File: src/rtl/fp32_divider.sv
// IEEE-754 single-precision divider (result = a / b).
// Radix-2 restoring mantissa division, one quotient bit per cycle, with
// valid/ready handshakes on both sides. Denormal inputs and underflowed
// results flush to zero; NaN outputs are {sign, 8'hFF, 23'h400000}.
module fp32_divider #(
  parameter int ROUND_MODE = 0  // 0: nearest-even, 1: truncate
) (
  input  logic        clk,
  input  logic        rst_n,
  input  logic        in_valid,
  output logic        in_ready,
  input  logic [31:0] a,
  input  logic [31:0] b,
  output logic        out_valid,
  input  logic        out_ready,
  output logic [31:0] result,
  output logic [4:0]  flags
);

  typedef enum logic [1:0] {IDLE, DIV, ROUND, DONE} state_t;

  state_t                state_q, state_d;
  logic                  sign_q, sign_d;
  logic signed [9:0]     e_q, e_d;
  logic [25:0]           r_q, r_d;
  logic [23:0]           mb_q, mb_d;
  logic [25:0]           q_q, q_d;
  logic [4:0]            cnt_q, cnt_d;
  logic [31:0]           result_q, result_d;
  logic [4:0]            flags_q, flags_d;

  // Classify operands; returns {is_special, flags, result}.
  function automatic logic [37:0] special_case(input logic [31:0] x,
                                               input logic [31:0] y,
                                               input logic        s);
    logic xz, xi, xn, yz, yi, yn;
    logic [37:0] o;
    xz = (x[30:23] == 8'h00);
    xi = (x[30:23] == 8'hFF) && (x[22:0] == 23'd0);
    xn = (x[30:23] == 8'hFF) && (x[22:0] != 23'd0);
    yz = (y[30:23] == 8'h00);
    yi = (y[30:23] == 8'hFF) && (y[22:0] == 23'd0);
    yn = (y[30:23] == 8'hFF) && (y[22:0] != 23'd0);
    o = {1'b1, 5'b00000, s, 8'hFF, 23'h400000};
    if (xn || yn)
      o = {1'b1, 5'b00000, s, 8'hFF, 23'h400000};
    else if ((xz && yz) || (xi && yi))
      o = {1'b1, 5'b10000, s, 8'hFF, 23'h400000};
    else if (xi)
      o = {1'b1, 5'b00000, s, 8'hFF, 23'd0};
    else if (yz)
      o = {1'b1, 5'b01000, s, 8'hFF, 23'd0};
    else if (xz || yi)
      o = {1'b1, 5'b00000, s, 31'd0};
    else
      o = {1'b0, 5'b00000, 32'd0};
    return o;
  endfunction

  // Normalise, round and range-check the raw quotient; returns {flags, result}.
  function automatic logic [36:0] round_pack(input logic              s,
                                             input logic [25:0]       q,
                                             input logic              rem_nz,
                                             input logic signed [9:0] e_in);
    logic [23:0]       mant;
    logic              guard, sticky, up;
    logic [24:0]       sum;
    logic signed [9:0] e;
    logic [4:0]        f;
    logic [31:0]       r;
    e = e_in;
    if (q[25]) begin
      mant   = q[25:2];
      guard  = q[1];
      sticky = q[0] | rem_nz;
    end else begin
      mant   = q[24:1];
      guard  = q[0];
      sticky = rem_nz;
      e      = e - 10'sd1;
    end
    up  = (ROUND_MODE == 0) && guard && (sticky || mant[0]);
    sum = {1'b0, mant} + {24'd0, up};
    if (sum[24]) begin
      mant = 24'h800000;
      e    = e + 10'sd1;
    end else begin
      mant = sum[23:0];
    end
    f = {4'b0000, guard | sticky};
    if (e >= 10'sd255) begin
      f[2] = 1'b1;
      f[0] = 1'b1;
      r = (ROUND_MODE == 0) ? {s, 8'hFF, 23'd0} : {s, 8'hFE, 23'h7FFFFF};
    end else if (e <= 10'sd0) begin
      f[1] = 1'b1;
      f[0] = 1'b1;
      r = {s, 31'd0};
    end else begin
      r = {s, e[7:0], mant[22:0]};
    end
    return {f, r};
  endfunction

  logic [37:0] spec_w;
  logic [36:0] rnd_w;
  logic        qbit;
  logic [25:0] r_sub;

  assign spec_w = special_case(a, b, a[31] ^ b[31]);
  assign rnd_w  = round_pack(sign_q, q_q, (r_q != 26'd0), e_q);

  // Next-state and datapath next values.
  always_comb begin
    state_d  = state_q;
    sign_d   = sign_q;
    e_d      = e_q;
    r_d      = r_q;
    mb_d     = mb_q;
    q_d      = q_q;
    cnt_d    = cnt_q;
    result_d = result_q;
    flags_d  = flags_q;
    qbit     = 1'b0;
    r_sub    = r_q;
    case (state_q)
      IDLE: begin
        if (in_valid) begin
          sign_d = a[31] ^ b[31];
          if (spec_w[37]) begin
            state_d  = DONE;
            flags_d  = spec_w[36:32];
            result_d = spec_w[31:0];
          end else begin
            state_d = DIV;
            r_d     = {2'b00, 1'b1, a[22:0]};
            mb_d    = {1'b1, b[22:0]};
            q_d     = 26'd0;
            cnt_d   = 5'd0;
            e_d     = $signed({2'b00, a[30:23]}) - $signed({2'b00, b[30:23]}) + 10'sd127;
          end
        end
      end
      DIV: begin
        if (r_q >= {2'b00, mb_q}) begin
          qbit  = 1'b1;
          r_sub = r_q - {2'b00, mb_q};
        end
        r_d   = {r_sub[24:0], 1'b0};
        q_d   = {q_q[24:0], qbit};
        cnt_d = cnt_q + 5'd1;
        if (cnt_q == 5'd25) state_d = ROUND;
      end
      ROUND: begin
        state_d  = DONE;
        flags_d  = rnd_w[36:32];
        result_d = rnd_w[31:0];
      end
      DONE: begin
        if (out_ready) state_d = IDLE;
      end
      default: state_d = IDLE;
    endcase
  end

  // Handshake outputs decoded from state.
  always_comb begin
    in_ready  = (state_q == IDLE);
    out_valid = (state_q == DONE);
    result    = result_q;
    flags     = flags_q;
  end

  // Control and visible-result registers with synchronous active-low reset.
  always_ff @(posedge clk) begin
    if (!rst_n) begin
      state_q  <= IDLE;
      result_q <= 32'd0;
      flags_q  <= 5'd0;
    end else begin
      state_q  <= state_d;
      result_q <= result_d;
      flags_q  <= flags_d;
    end
  end

  // Iteration datapath registers; contents are don't-care outside DIV/ROUND.
  always_ff @(posedge clk) begin
    sign_q <= sign_d;
    e_q    <= e_d;
    r_q    <= r_d;
    mb_q   <= mb_d;
    q_q    <= q_d;
    cnt_q  <= cnt_d;
  end

endmodule

File: config.mk
export PLATFORM = sky130hd
export DESIGN_NAME = fp32_divider
export DESIGN_NICKNAME = d
export VERILOG_FILES = /design/src/rtl/fp32_divider.sv
export SDC_FILE = /design/constraint.sdc
export NUM_CORES = 1
export LEC_CHECK = 0
export BUFFER_PORTS_ARGS = -buffer_cell sky130_fd_sc_hd__buf_2
export CORE_MARGIN = 1.5
export CORE_UTILIZATION = 45
export CTS_CLUSTER_SIZE = 30
export DETAILED_ROUTE_END_ITERATION = 16
export HOLD_SLACK_MARGIN = 0.08
export PLACE_DENSITY = 0.7
export SLEW_MARGIN = 15
export SYNTH_ARGS = -nofsm -noshare
export SYNTH_HDL_FRONTEND = slang
export SYNTH_SLANG_ARGS = --single-unit
File: constraint.sdc
create_clock -name clk -period 4.48 [get_ports clk]
set_clock_uncertainty 0.05 [all_clocks]
set_input_delay 0.672 -clock clk [delete_from_list [all_inputs] [get_ports clk]]
set_output_delay 0.672 -clock clk [all_outputs]
set_load 0.05 [all_outputs]
==> out/results.ini <==
[run_status]
status = finished, final reports clean

[route]
via_per_inst = 5.58
num_vias = 7370
drt-total-wl_um = 21200
drcViolationCount = 0
drt_iter0_markers = 460
wl_per_cell_um = 16.0
detail-route-antenna-nets = 0
drtPass1Iterations = 5

[placed_design]
hpwlAfterDp_um = 15900
dp.cells = 1289
place_ws_ps = 545
placed_cell_area_mm2 = 0.00960
place_congestion = 0.927
port_buffers = 106

[final_layout]
final_util_pct = 52.5
final_area_mm2 = 0.0102
layout.nets = 1154
fillCellCount = 1839
antenna_cells = 0
stdcell_count = 1321
areaGrowthSynthToFinish_pct = 15.2
ff_latch_area_mm2 = 0.00351
multiInputGateArea_mm2 = 0.00492
drive_above_1_share_pct = 17.1

[clock_network]
cts-root-buf = clkbuf_16
holdBufCountCts = 0
post_cts_buffers = 0
cts_buffers = 17
clockBufferDepth = 2
clock_latency_ps = 430
cts_tree = yes
clkSinkCount = 130
post_cts_resized = 0
path_clk_slew_ps = 60
htree_levels = 4

[global_route]
top_usage_layer = met2
met1_usage_pct = 28.1
grt_pass1_wl_um = 34600
grt_usage_pct = 21.4
grt_pass1_vias = 6986
overflow = 0
grt_start_max_net_pins = 68
antenna_found_initial = 0
grt_use_met2_pct = 35.7
grtUsageMet3_pct = 4.12

[setup_path]
crit_type = reg -> reg
arrival_ps = 4310
worstSetupEndpointType = flop
start_kind = flop
cp.required_ps = 4790
r2r_start = q_q[25]
crit_path_start = q_q[25]
crit_fanout = 22

[timing]
relSlewSlack_pct = 29.9
period_needed_ps = 4000
setup_violations = 0
setup_ws_ps = 485
rsz0062_at_grt = false
fmax_mhz = 250
maxSlewViolCount = 0
setup_tns_ps = 0
tightest_slew_ps = 1050
whs_ps = 381
fin_crit_sh_pct = 89.2
final_hold_viol_count = 0

[power]
p_total_mw = 5.69
cellPowerDensity_mw_per_mm2 = 558
ir_worst_vdd_uv = 312
p_leak_nw = 4.10

[die]
io_pins = 107
fp.coreArea_mm2 = 0.0194
row_count = 51
die_y_um = 143
die-area_mm2 = 0.0205
die_x_um = 143
initial_core_util_pct = 45.6

[yosys]
synth_nets = 1063
synth_edf_count = 91
ys_ff_latch = 130
synth_area_per_cell_um2 = 9.29
synth-warning-count = 0
yosysTopAreaCell = edfxtp_1
dominantRegCellSynth = edfxtp_1
ys_async_sr_fraction_pct = 0
synth_commonest_cells = edfxtp_1, nand2_1, nor2_1, inv_1, a21oi_1
syn_area_mm2 = 0.00884
ys_seq_area_share_pct = 39.7
ys_types = 90
netlist_instances = 952
synth_top_area_share_pct = 30.9
synthTopCellsByArea = edfxtp_1, dfxtp_1, ha_1, xnor2_1, nand2_1

[min_path]
min-delay-path-class = in -> reg
holdCritStartpoint = b[22]

[run]
cap_violations = 0

## report_power, final
part           internal (mW)  switching [mW]
combinational          0.934            1.40
clock                  0.867           0.528
sequential              1.67           0.293
total                   3.47            2.22
## registers in the layout, summed over array words and instances (netlist names)
signal / count
mb_q: 23
result: 32
r_q: 26
q_q: 26
e_q: 10
sign_q: 1
flags: 5
state_q: 2
cnt_q: 5
## critical path, stage by stage (launching register included)
cell	delay, ps
edfxtp_1	430
buf_4	260
nand2_1	70
a21boi_0	180
ha_1	230
nand2_1	90
or4_4	560
nor4_4	420
nand4_1	190
xor2_1	330
nor3_4	80
a211oi_2	380
and3b_4	450
a32o_1	200
## logic make-up after synthesis
logic type,synth area share [%]
AOI/OAI and AO/OA,16.1
xor gates and xnor gates,8.78
adders and majority gates,6.25
buffers and inverters,4.91
DFF,39.7
muxes,2.86
and+or+nand+nor,21.4
## cell type report
cell class | instances | area share (%)
multi-input combinational | 718 | 48.3
sequential | 130 | 34.5
timing repair buffer | 117 | 6.02
clock buffer | 17 | 4.17
tap | 265 | 3.25
inverter | 59 | 2.17
clock inverter | 15 | 1.63
## worst paths after layout
check,cells after the start,to,slack (ps)
setup / recovery,13,result[10],480
hold / removal,1,mb_q[22],380
setup reg to reg,13,result[10],480
hold reg to reg,2,flags[1],410
## layer usage
layer	up-vias	routed length, um
met2	186	9990
met3	24	1080
met4	0	346
met1	3489	9770
li1	3671	-
met5	-	0
## placed cells by master (no fill, tap or decap), types with 9 or more instances in the layout
cell type | synthesis | layout
a22o_1 | 21 | 21
nand3_1 | 32 | 32
clkbuf_16 | 0 | 17
and2_1 | 26 | 26
ha_1 | 41 | 40
xnor2_1 | 46 | 46
nand4_1 | 19 | 19
xor2_1 | 39 | 39
nand2_1 | 91 | 91
edfxtp_1 | 91 | 91
nor2b_1 | 9 | 9
buf_4 | 0 | 11
buf_2 | 7 | 106
inv_1 | 58 | 58
nor4_1 | 30 | 30
a21oi_1 | 53 | 53
dfxtp_1 | 39 | 39
o21ai_0 | 29 | 29
nor2_1 | 79 | 77
nor3_1 | 12 | 12
a31oi_1 | 23 | 23
mux2i_1 | 16 | 16
a21o_1 | 14 | 14
Power figures use the tool's default switching activity.
